`src/rtl/wait_timer_pkg.sv`:
```
// ---------------------------------------------------------------------------
// wait_timer_pkg
// Shared definitions for the wait timer bank: the per-channel state
// enumeration and the seconds-counter constants.
// ---------------------------------------------------------------------------
package wait_timer_pkg;

    // Channel lifecycle: IDLE before a session, RUN/PAUSE while a session is
    // open, STOP once the session has ended, SAT when the count is pinned at
    // its maximum.
    typedef enum logic [2:0] {
        IDLE  = 3'd0,
        RUN   = 3'd1,
        PAUSE = 3'd2,
        STOP  = 3'd3,
        SAT   = 3'd4
    } chanState_e;

    localparam int SEC_W = 6;
    localparam logic [SEC_W-1:0] SEC_MAX = 6'd59;

endpackage

```
`src/rtl/wait_timer_chan.sv`:
```
// ---------------------------------------------------------------------------
// wait_timer_chan
// One elapsed-time channel: the state machine, the seconds/minutes counters
// and the registered sat, alarm and stop-event flags.
//
// Ports:
//   clk, reset   - system clock, synchronous active-high reset
//   tick         - shared 1 s strobe from the prescaler
//   start        - session active (level)
//   work         - station running (level), only meaningful with start high
//   clr          - synchronous clear back to IDLE
//   alarm_min    - alarm threshold in minutes, 0 disables the alarm
//   minute       - elapsed minutes
//   second       - elapsed seconds, 0..59
//   busy         - channel is in RUN or PAUSE
//   sat          - count is pinned at its maximum
//   alarm        - minute has reached alarm_min (registered)
//   stop_pulse   - high for the first cycle spent in STOP
// ---------------------------------------------------------------------------
module wait_timer_chan
    import wait_timer_pkg::*;
#(
    parameter int MIN_W = 16
) (
    input  logic             clk,
    input  logic             reset,
    input  logic             tick,
    input  logic             start,
    input  logic             work,
    input  logic             clr,
    input  logic [MIN_W-1:0] alarm_min,
    output logic [MIN_W-1:0] minute,
    output logic [SEC_W-1:0] second,
    output logic             busy,
    output logic             sat,
    output logic             alarm,
    output logic             stop_pulse
);

    localparam logic [MIN_W-1:0] MIN_MAX = '1;

    chanState_e       state_q;
    logic [MIN_W-1:0] minute_q;
    logic [SEC_W-1:0] second_q;
    logic             sat_q;
    logic             alarm_q;
    logic             stopPulse_q;

    // Whole channel lives in one sequential block. Counting is only allowed
    // while the registered state is already RUN, so a tick arriving in the
    // same cycle that start/work rises never counts; a falling start/work
    // leaves RUN before the tick can be taken. The alarm compares the
    // current registered minute, which is why it trails minute by one cycle.
    always_ff @(posedge clk) begin
        if (reset) begin
            state_q     <= IDLE;
            minute_q    <= '0;
            second_q    <= '0;
            sat_q       <= 1'b0;
            alarm_q     <= 1'b0;
            stopPulse_q <= 1'b0;
        end else if (clr) begin
            state_q     <= IDLE;
            minute_q    <= '0;
            second_q    <= '0;
            sat_q       <= 1'b0;
            alarm_q     <= 1'b0;
            stopPulse_q <= 1'b0;
        end else begin
            stopPulse_q <= 1'b0;
            alarm_q     <= (alarm_min != '0) && (minute_q >= alarm_min);
            case (state_q)
                IDLE: begin
                    if (start) begin
                        state_q <= work ? RUN : PAUSE;
                    end
                end
                RUN: begin
                    if (!start) begin
                        state_q     <= STOP;
                        stopPulse_q <= 1'b1;
                    end else if (!work) begin
                        state_q <= PAUSE;
                    end else if (tick) begin
                        if (second_q != SEC_MAX) begin
                            second_q <= second_q + 1'b1;
                        end else if (minute_q != MIN_MAX) begin
                            second_q <= '0;
                            minute_q <= minute_q + 1'b1;
                        end else begin
                            // Count is already at max: pin it instead of wrapping.
                            state_q <= SAT;
                            sat_q   <= 1'b1;
                        end
                    end
                end
                PAUSE: begin
                    if (!start) begin
                        state_q     <= STOP;
                        stopPulse_q <= 1'b1;
                    end else if (work) begin
                        state_q <= RUN;
                    end
                end
                STOP: begin
                    // A new session restarts from zero in a single cycle.
                    if (start) begin
                        state_q  <= work ? RUN : PAUSE;
                        minute_q <= '0;
                        second_q <= '0;
                        sat_q    <= 1'b0;
                    end
                end
                SAT: begin
                    // sat_q deliberately stays set through STOP.
                    if (!start) begin
                        state_q     <= STOP;
                        stopPulse_q <= 1'b1;
                    end
                end
                default: begin
                    state_q <= IDLE;
                end
            endcase
        end
    end

    assign minute     = minute_q;
    assign second     = second_q;
    assign busy       = (state_q == RUN) || (state_q == PAUSE);
    assign sat        = sat_q;
    assign alarm      = alarm_q;
    assign stop_pulse = stopPulse_q;

endmodule

```
`src/rtl/wait_timer_bank.sv`:
```
// ---------------------------------------------------------------------------
// wait_timer_bank
// Bank of independent elapsed-time channels sharing one 1 s prescaler.
//
// Ports:
//   clk, reset   - system clock, synchronous active-high reset
//   start        - per-channel session active
//   work         - per-channel station running
//   clr          - per-channel synchronous clear
//   alarm_min    - shared alarm threshold in minutes, 0 disables
//   minute       - channel i at [i*MIN_W +: MIN_W]
//   second       - channel i at [i*6 +: 6]
//   busy, sat, alarm, stop_pulse - one bit per channel
// ---------------------------------------------------------------------------
module wait_timer_bank
    import wait_timer_pkg::*;
#(
    parameter int CHANNELS = 4,
    parameter int MIN_W    = 16,
    parameter int TICK_DIV = 100_000_000
) (
    input  logic                      clk,
    input  logic                      reset,
    input  logic [CHANNELS-1:0]       start,
    input  logic [CHANNELS-1:0]       work,
    input  logic [CHANNELS-1:0]       clr,
    input  logic [MIN_W-1:0]          alarm_min,
    output logic [CHANNELS*MIN_W-1:0] minute,
    output logic [CHANNELS*SEC_W-1:0] second,
    output logic [CHANNELS-1:0]       busy,
    output logic [CHANNELS-1:0]       sat,
    output logic [CHANNELS-1:0]       alarm,
    output logic [CHANNELS-1:0]       stop_pulse
);

    localparam int CNT_W = $clog2(TICK_DIV);
    localparam logic [CNT_W-1:0] CNT_LAST = CNT_W'(TICK_DIV - 1);

    logic [CNT_W-1:0] preCnt_q;
    logic             tick;

    // Free-running prescaler; tick marks the last count before wrapping, so
    // the first tick after reset lands TICK_DIV cycles later.
    always_ff @(posedge clk) begin
        if (reset) begin
            preCnt_q <= '0;
        end else if (tick) begin
            preCnt_q <= '0;
        end else begin
            preCnt_q <= preCnt_q + 1'b1;
        end
    end

    assign tick = (preCnt_q == CNT_LAST);

    for (genvar g = 0; g < CHANNELS; g++) begin : gen_chan
        wait_timer_chan #(
            .MIN_W (MIN_W)
        ) u_chan (
            .clk        (clk),
            .reset      (reset),
            .tick       (tick),
            .start      (start[g]),
            .work       (work[g]),
            .clr        (clr[g]),
            .alarm_min  (alarm_min),
            .minute     (minute[g*MIN_W +: MIN_W]),
            .second     (second[g*SEC_W +: SEC_W]),
            .busy       (busy[g]),
            .sat        (sat[g]),
            .alarm      (alarm[g]),
            .stop_pulse (stop_pulse[g])
        );
    end

endmodule

```
`config.mk`:
```
export PLATFORM = sky130hd
export DESIGN_NAME = wait_timer_bank
export DESIGN_NICKNAME = d
export VERILOG_FILES = /design/src/rtl/wait_timer_pkg.sv /design/src/rtl/wait_timer_chan.sv /design/src/rtl/wait_timer_bank.sv
export SDC_FILE = /design/constraint.sdc
export NUM_CORES = 1
export LEC_CHECK = 0
export CORE_ASPECT_RATIO = 1.75
export CORE_MARGIN = 2
export CORE_UTILIZATION = 45
export DETAILED_ROUTE_END_ITERATION = 6
export GPL_TIMING_DRIVEN = 0
export HOLD_SLACK_MARGIN = 0.12
export PLACE_DENSITY = 0.78
export RECOVER_POWER = 100
export REMOVE_ABC_BUFFERS = 1
export SETUP_SLACK_MARGIN = 0.2
export SLEW_MARGIN = 20
export SYNTH_ARGS = -nofsm -noshare
export SYNTH_HDL_FRONTEND = slang
export SYNTH_SLANG_ARGS = --single-unit
export TNS_END_PERCENT = 1
```
`constraint.sdc`:
```
create_clock -name clk -period 4.65 [get_ports clk]
set_input_delay 0.465 -clock clk [delete_from_list [all_inputs] [get_ports clk]]
set_output_delay 0.465 -clock clk [all_outputs]
set_load 0.03 [all_outputs]
```
==> out/qor.csv <==
stage;metric;value;unit
flow_run;max-cap check violation count;2;
worst_setup_path;CP Data Arrival Time;4130;ps
sta;Final Hold Fails;0;
sta;hold slack;463;ps
cells_and_area;commonest cells after routing, fill and taps aside;139 x dfxtp_1, 126 x nor2_1, 106 x dlygate4sd3_1, 99 x o21ai_0, 90 x a21oi_1;
drt;Iter 0 DRT Violations;571;
clocking;TritonCTS Buffers;17;
worst_setup_path;delay-heaviest family, CP;simple AND/OR/NAND/NOR gates;
logic_synthesis;area leader, netlist;dfxtp_1;
grt;vias in the first global route;8358;
drt;Remaining DRCs;0;
grt;first-pass GRT wire length;41600;microns
sta;final setup violation count;0;
sta;fmax;0.257;GHz
sta;Final Max Tran Viols;48;
cells_and_area;ANT cells;0;
worst_setup_path;critical path cell sequence;ha_1, nand3_1, or4_1, nor2_1, a31oi_1, o21ai_0, a21oi_1;
die;io pins;134;
power;PwrDens;264;nW/um^2
power;VDD IR max;204;uV
logic_synthesis;Synth warnings;0;
clocking;CTS Buffer Depth;2;
drt;vias post-DR;9190;
cells_and_area;area grow syn2layout;21.8;%
clocking;Setup Buffers After CTS;0;
clocking;latest clock arrival within the worst-skew pair;430;ps
clocking;root buffer cell;clkbuf_16;
grt;GRT Util Overall;24.8;%
worst_setup_path;worst path required time;4880;ps
placed_design;Port Buffers;133;
cells_and_area;share of cells above drive strength 1;4.49;%
logic_synthesis;asr flop ratio synth;0;%
logic_synthesis;Synth cell types;67;
drt;wire per inst;17.5;microns
logic_synthesis;Post-synth EDFFs;0;
placed_design;Post-Place Cells;1459;
worst_setup_path;Max FO, Critical Path;15;
worst_setup_path;Critical Path Max Stage Delay;1160;ps
die;initial core utilization;45.5;%
run_status;status;complete, but fails checks;
worst_setup_path;Crit Path Class;flop to flop;
placed_design;GP Congestion;0.884;
sta;min Tclk post-route;3900;ps
die;core area;19600;sq um
sta;RSZ-0062 raised after global routing;false;
clocking;htree depth;4;
drt;vias per cell;6.16;
logic_synthesis;Seq cells post-synth;139;
grt;largest net degree at the start of global routing;29;
cells_and_area;Post-Route Utilization;55.4;%
clocking;post-cts resize count;0;
die;die width;110;microns
sta;Slew Limit Headroom;-20.0;%
logic_synthesis;synthesized area;8900;sq um
drt;Initial DRT Pass Iterations;5;
die;die area;21000;sq um
logic_synthesis;Synth Flop Type;dfxtp_1;
clocking;clock-pin slew on the worst setup and hold paths;60;ps
grt;number of antenna violations at the first check in global routing;0;
grt;remaining global-route overflow;0;
sta;actual slew at the worst max-slew pin;1780;ps
sta;period utilization;83.8;%
placed_design;half-perimeter wire length after detailed placement;18700;microns
worst_setup_path;Buf/Inv on CP;0;
sta;TNS Setup;0;ps
die;site row count;68;
cells_and_area;leading cell type in the layout, fill and taps excluded;dfxtp_1;
clocking;CTS tree;yes;
sta;Setup Skew;13.3;ps
power;total power;2.86;mW
run_status;failing checks;max-capacitance violations, max-slew violations;
logic_synthesis;area share of the largest cell type after synthesis;31.3;%
worst_setup_path;Crit-path slowest cell;nor2_1;
logic_synthesis;top cells by area, synth;dfxtp_1 31%, ha_1 10%, o21ai_0 5.5%, nor2_1 5.3%, a21oi_1 5.1%;
power;P_leak;4.34;nW
worst_setup_path;Startpoint Class;flop;
clocking;cts hold-fix bufs;0;
worst_setup_path;crit path capture type;flop;
logic_synthesis;synthesized instance count;1148;
logic_synthesis;sequential share of the synthesized area;31.3;%
worst_setup_path;reg2reg setup slack;750;ps
cells_and_area;number of nets in the layout;1336;
logic_synthesis;Syn Area/Cell;7.75;sq um
drt;Routed Antenna Nets;0;
die;Die Y;190;microns
worst_hold_path;worst hold path class;flop to flop;
cells_and_area;final cell count without fillers;1491;
clocking;Num Clock Sinks;139;
drt;Routed WL;26100;microns
[per-stage QoR]
stage / instance area [sq um] / setup WS, ps
CTS: 10800 / 1090
global placement: 10200 / 938
finish: 10800 / 753
global route: 10800 / 512
detailed placement: 10200 / 1130
floorplan: 8580 / 1820
[kinds of logic after synthesis]
group                      share of synthesized area [%]
xor gates and xnor gates                            2.56
buffers and inverters                               5.20
and+or+nand+nor                                     27.9
AOI/OAI and AO/OA                                   22.3
DFF                                                 31.3
adders and majority gates                           10.3
muxes                                              0.464
[area by class of cell]
cell class / instances / area [sq um]
Inverter: 39 / 146
Clock inverter: 14 / 183
Fill cell: 1855 / 8730
Sequential cell: 139 / 2780
Tap cell: 245 / 307
Clock buffer: 18 / 439
Multi-Input combinational cell: 903 / 5650
Timing Repair Buffer: 133 / 1330
[routing by layer]
| metal | wire length [microns] | vias to the layer above | global-route usage (%) |
|---|---|---|---|
| met5 | 0 | - | 0 |
| met4 | 1210 | 0 | 13.2 |
| met3 | 1690 | 76 | 4.08 |
| met2 | 12900 | 338 | 42.3 |
| met1 | 10200 | 4375 | 29.2 |
| li1 | - | 4401 | - |
[cell usage after synthesis (23+ instances only)]
cell,instances
dfxtp_1,139
nor2_1,126
o21ai_0,97
a21oi_1,90
nand2_1,85
ha_1,73
nand3_1,50
clkbuf_1,45
inv_1,39
and3_1,31
nand4_1,28
a31oi_1,26
nor3_1,23
[final timing paths]
| kind | startpoint | cells after the start | to |
|---|---|---|---|
| setup / recovery | preCnt_q[0]$_SDFF_PP0_ | 7 | gen_chan[0].u_chan.minute[15]$_SDFFE_PP0P_ |
| hold / removal | preCnt_q[0]$_SDFF_PP0_ | 1 | preCnt_q[0]$_SDFF_PP0_ |
| setup reg to reg | preCnt_q[0]$_SDFF_PP0_ | 7 | gen_chan[0].u_chan.minute[15]$_SDFFE_PP0P_ |
| hold reg to reg | preCnt_q[0]$_SDFF_PP0_ | 1 | preCnt_q[0]$_SDFF_PP0_ |
[state kept, by name, indices dropped and copies added, names as in the netlist]
signal	count
gen_chan.u_chan.minute	64
preCnt_q	27
gen_chan.u_chan.second	24
gen_chan.u_chan.stop_pulse	4
gen_chan.u_chan.sat	4
gen_chan.u_chan.state_q	12
gen_chan.u_chan.alarm	4
[power breakdown]
group	switching, mW	total [mW]	internal (mW)
registers	0.0144	1.21	1.20
clock network	0.588	1.46	0.869
logic	0.117	0.194	0.0769
total	0.720	2.86	2.14
(Power assumes the default switching activity.)
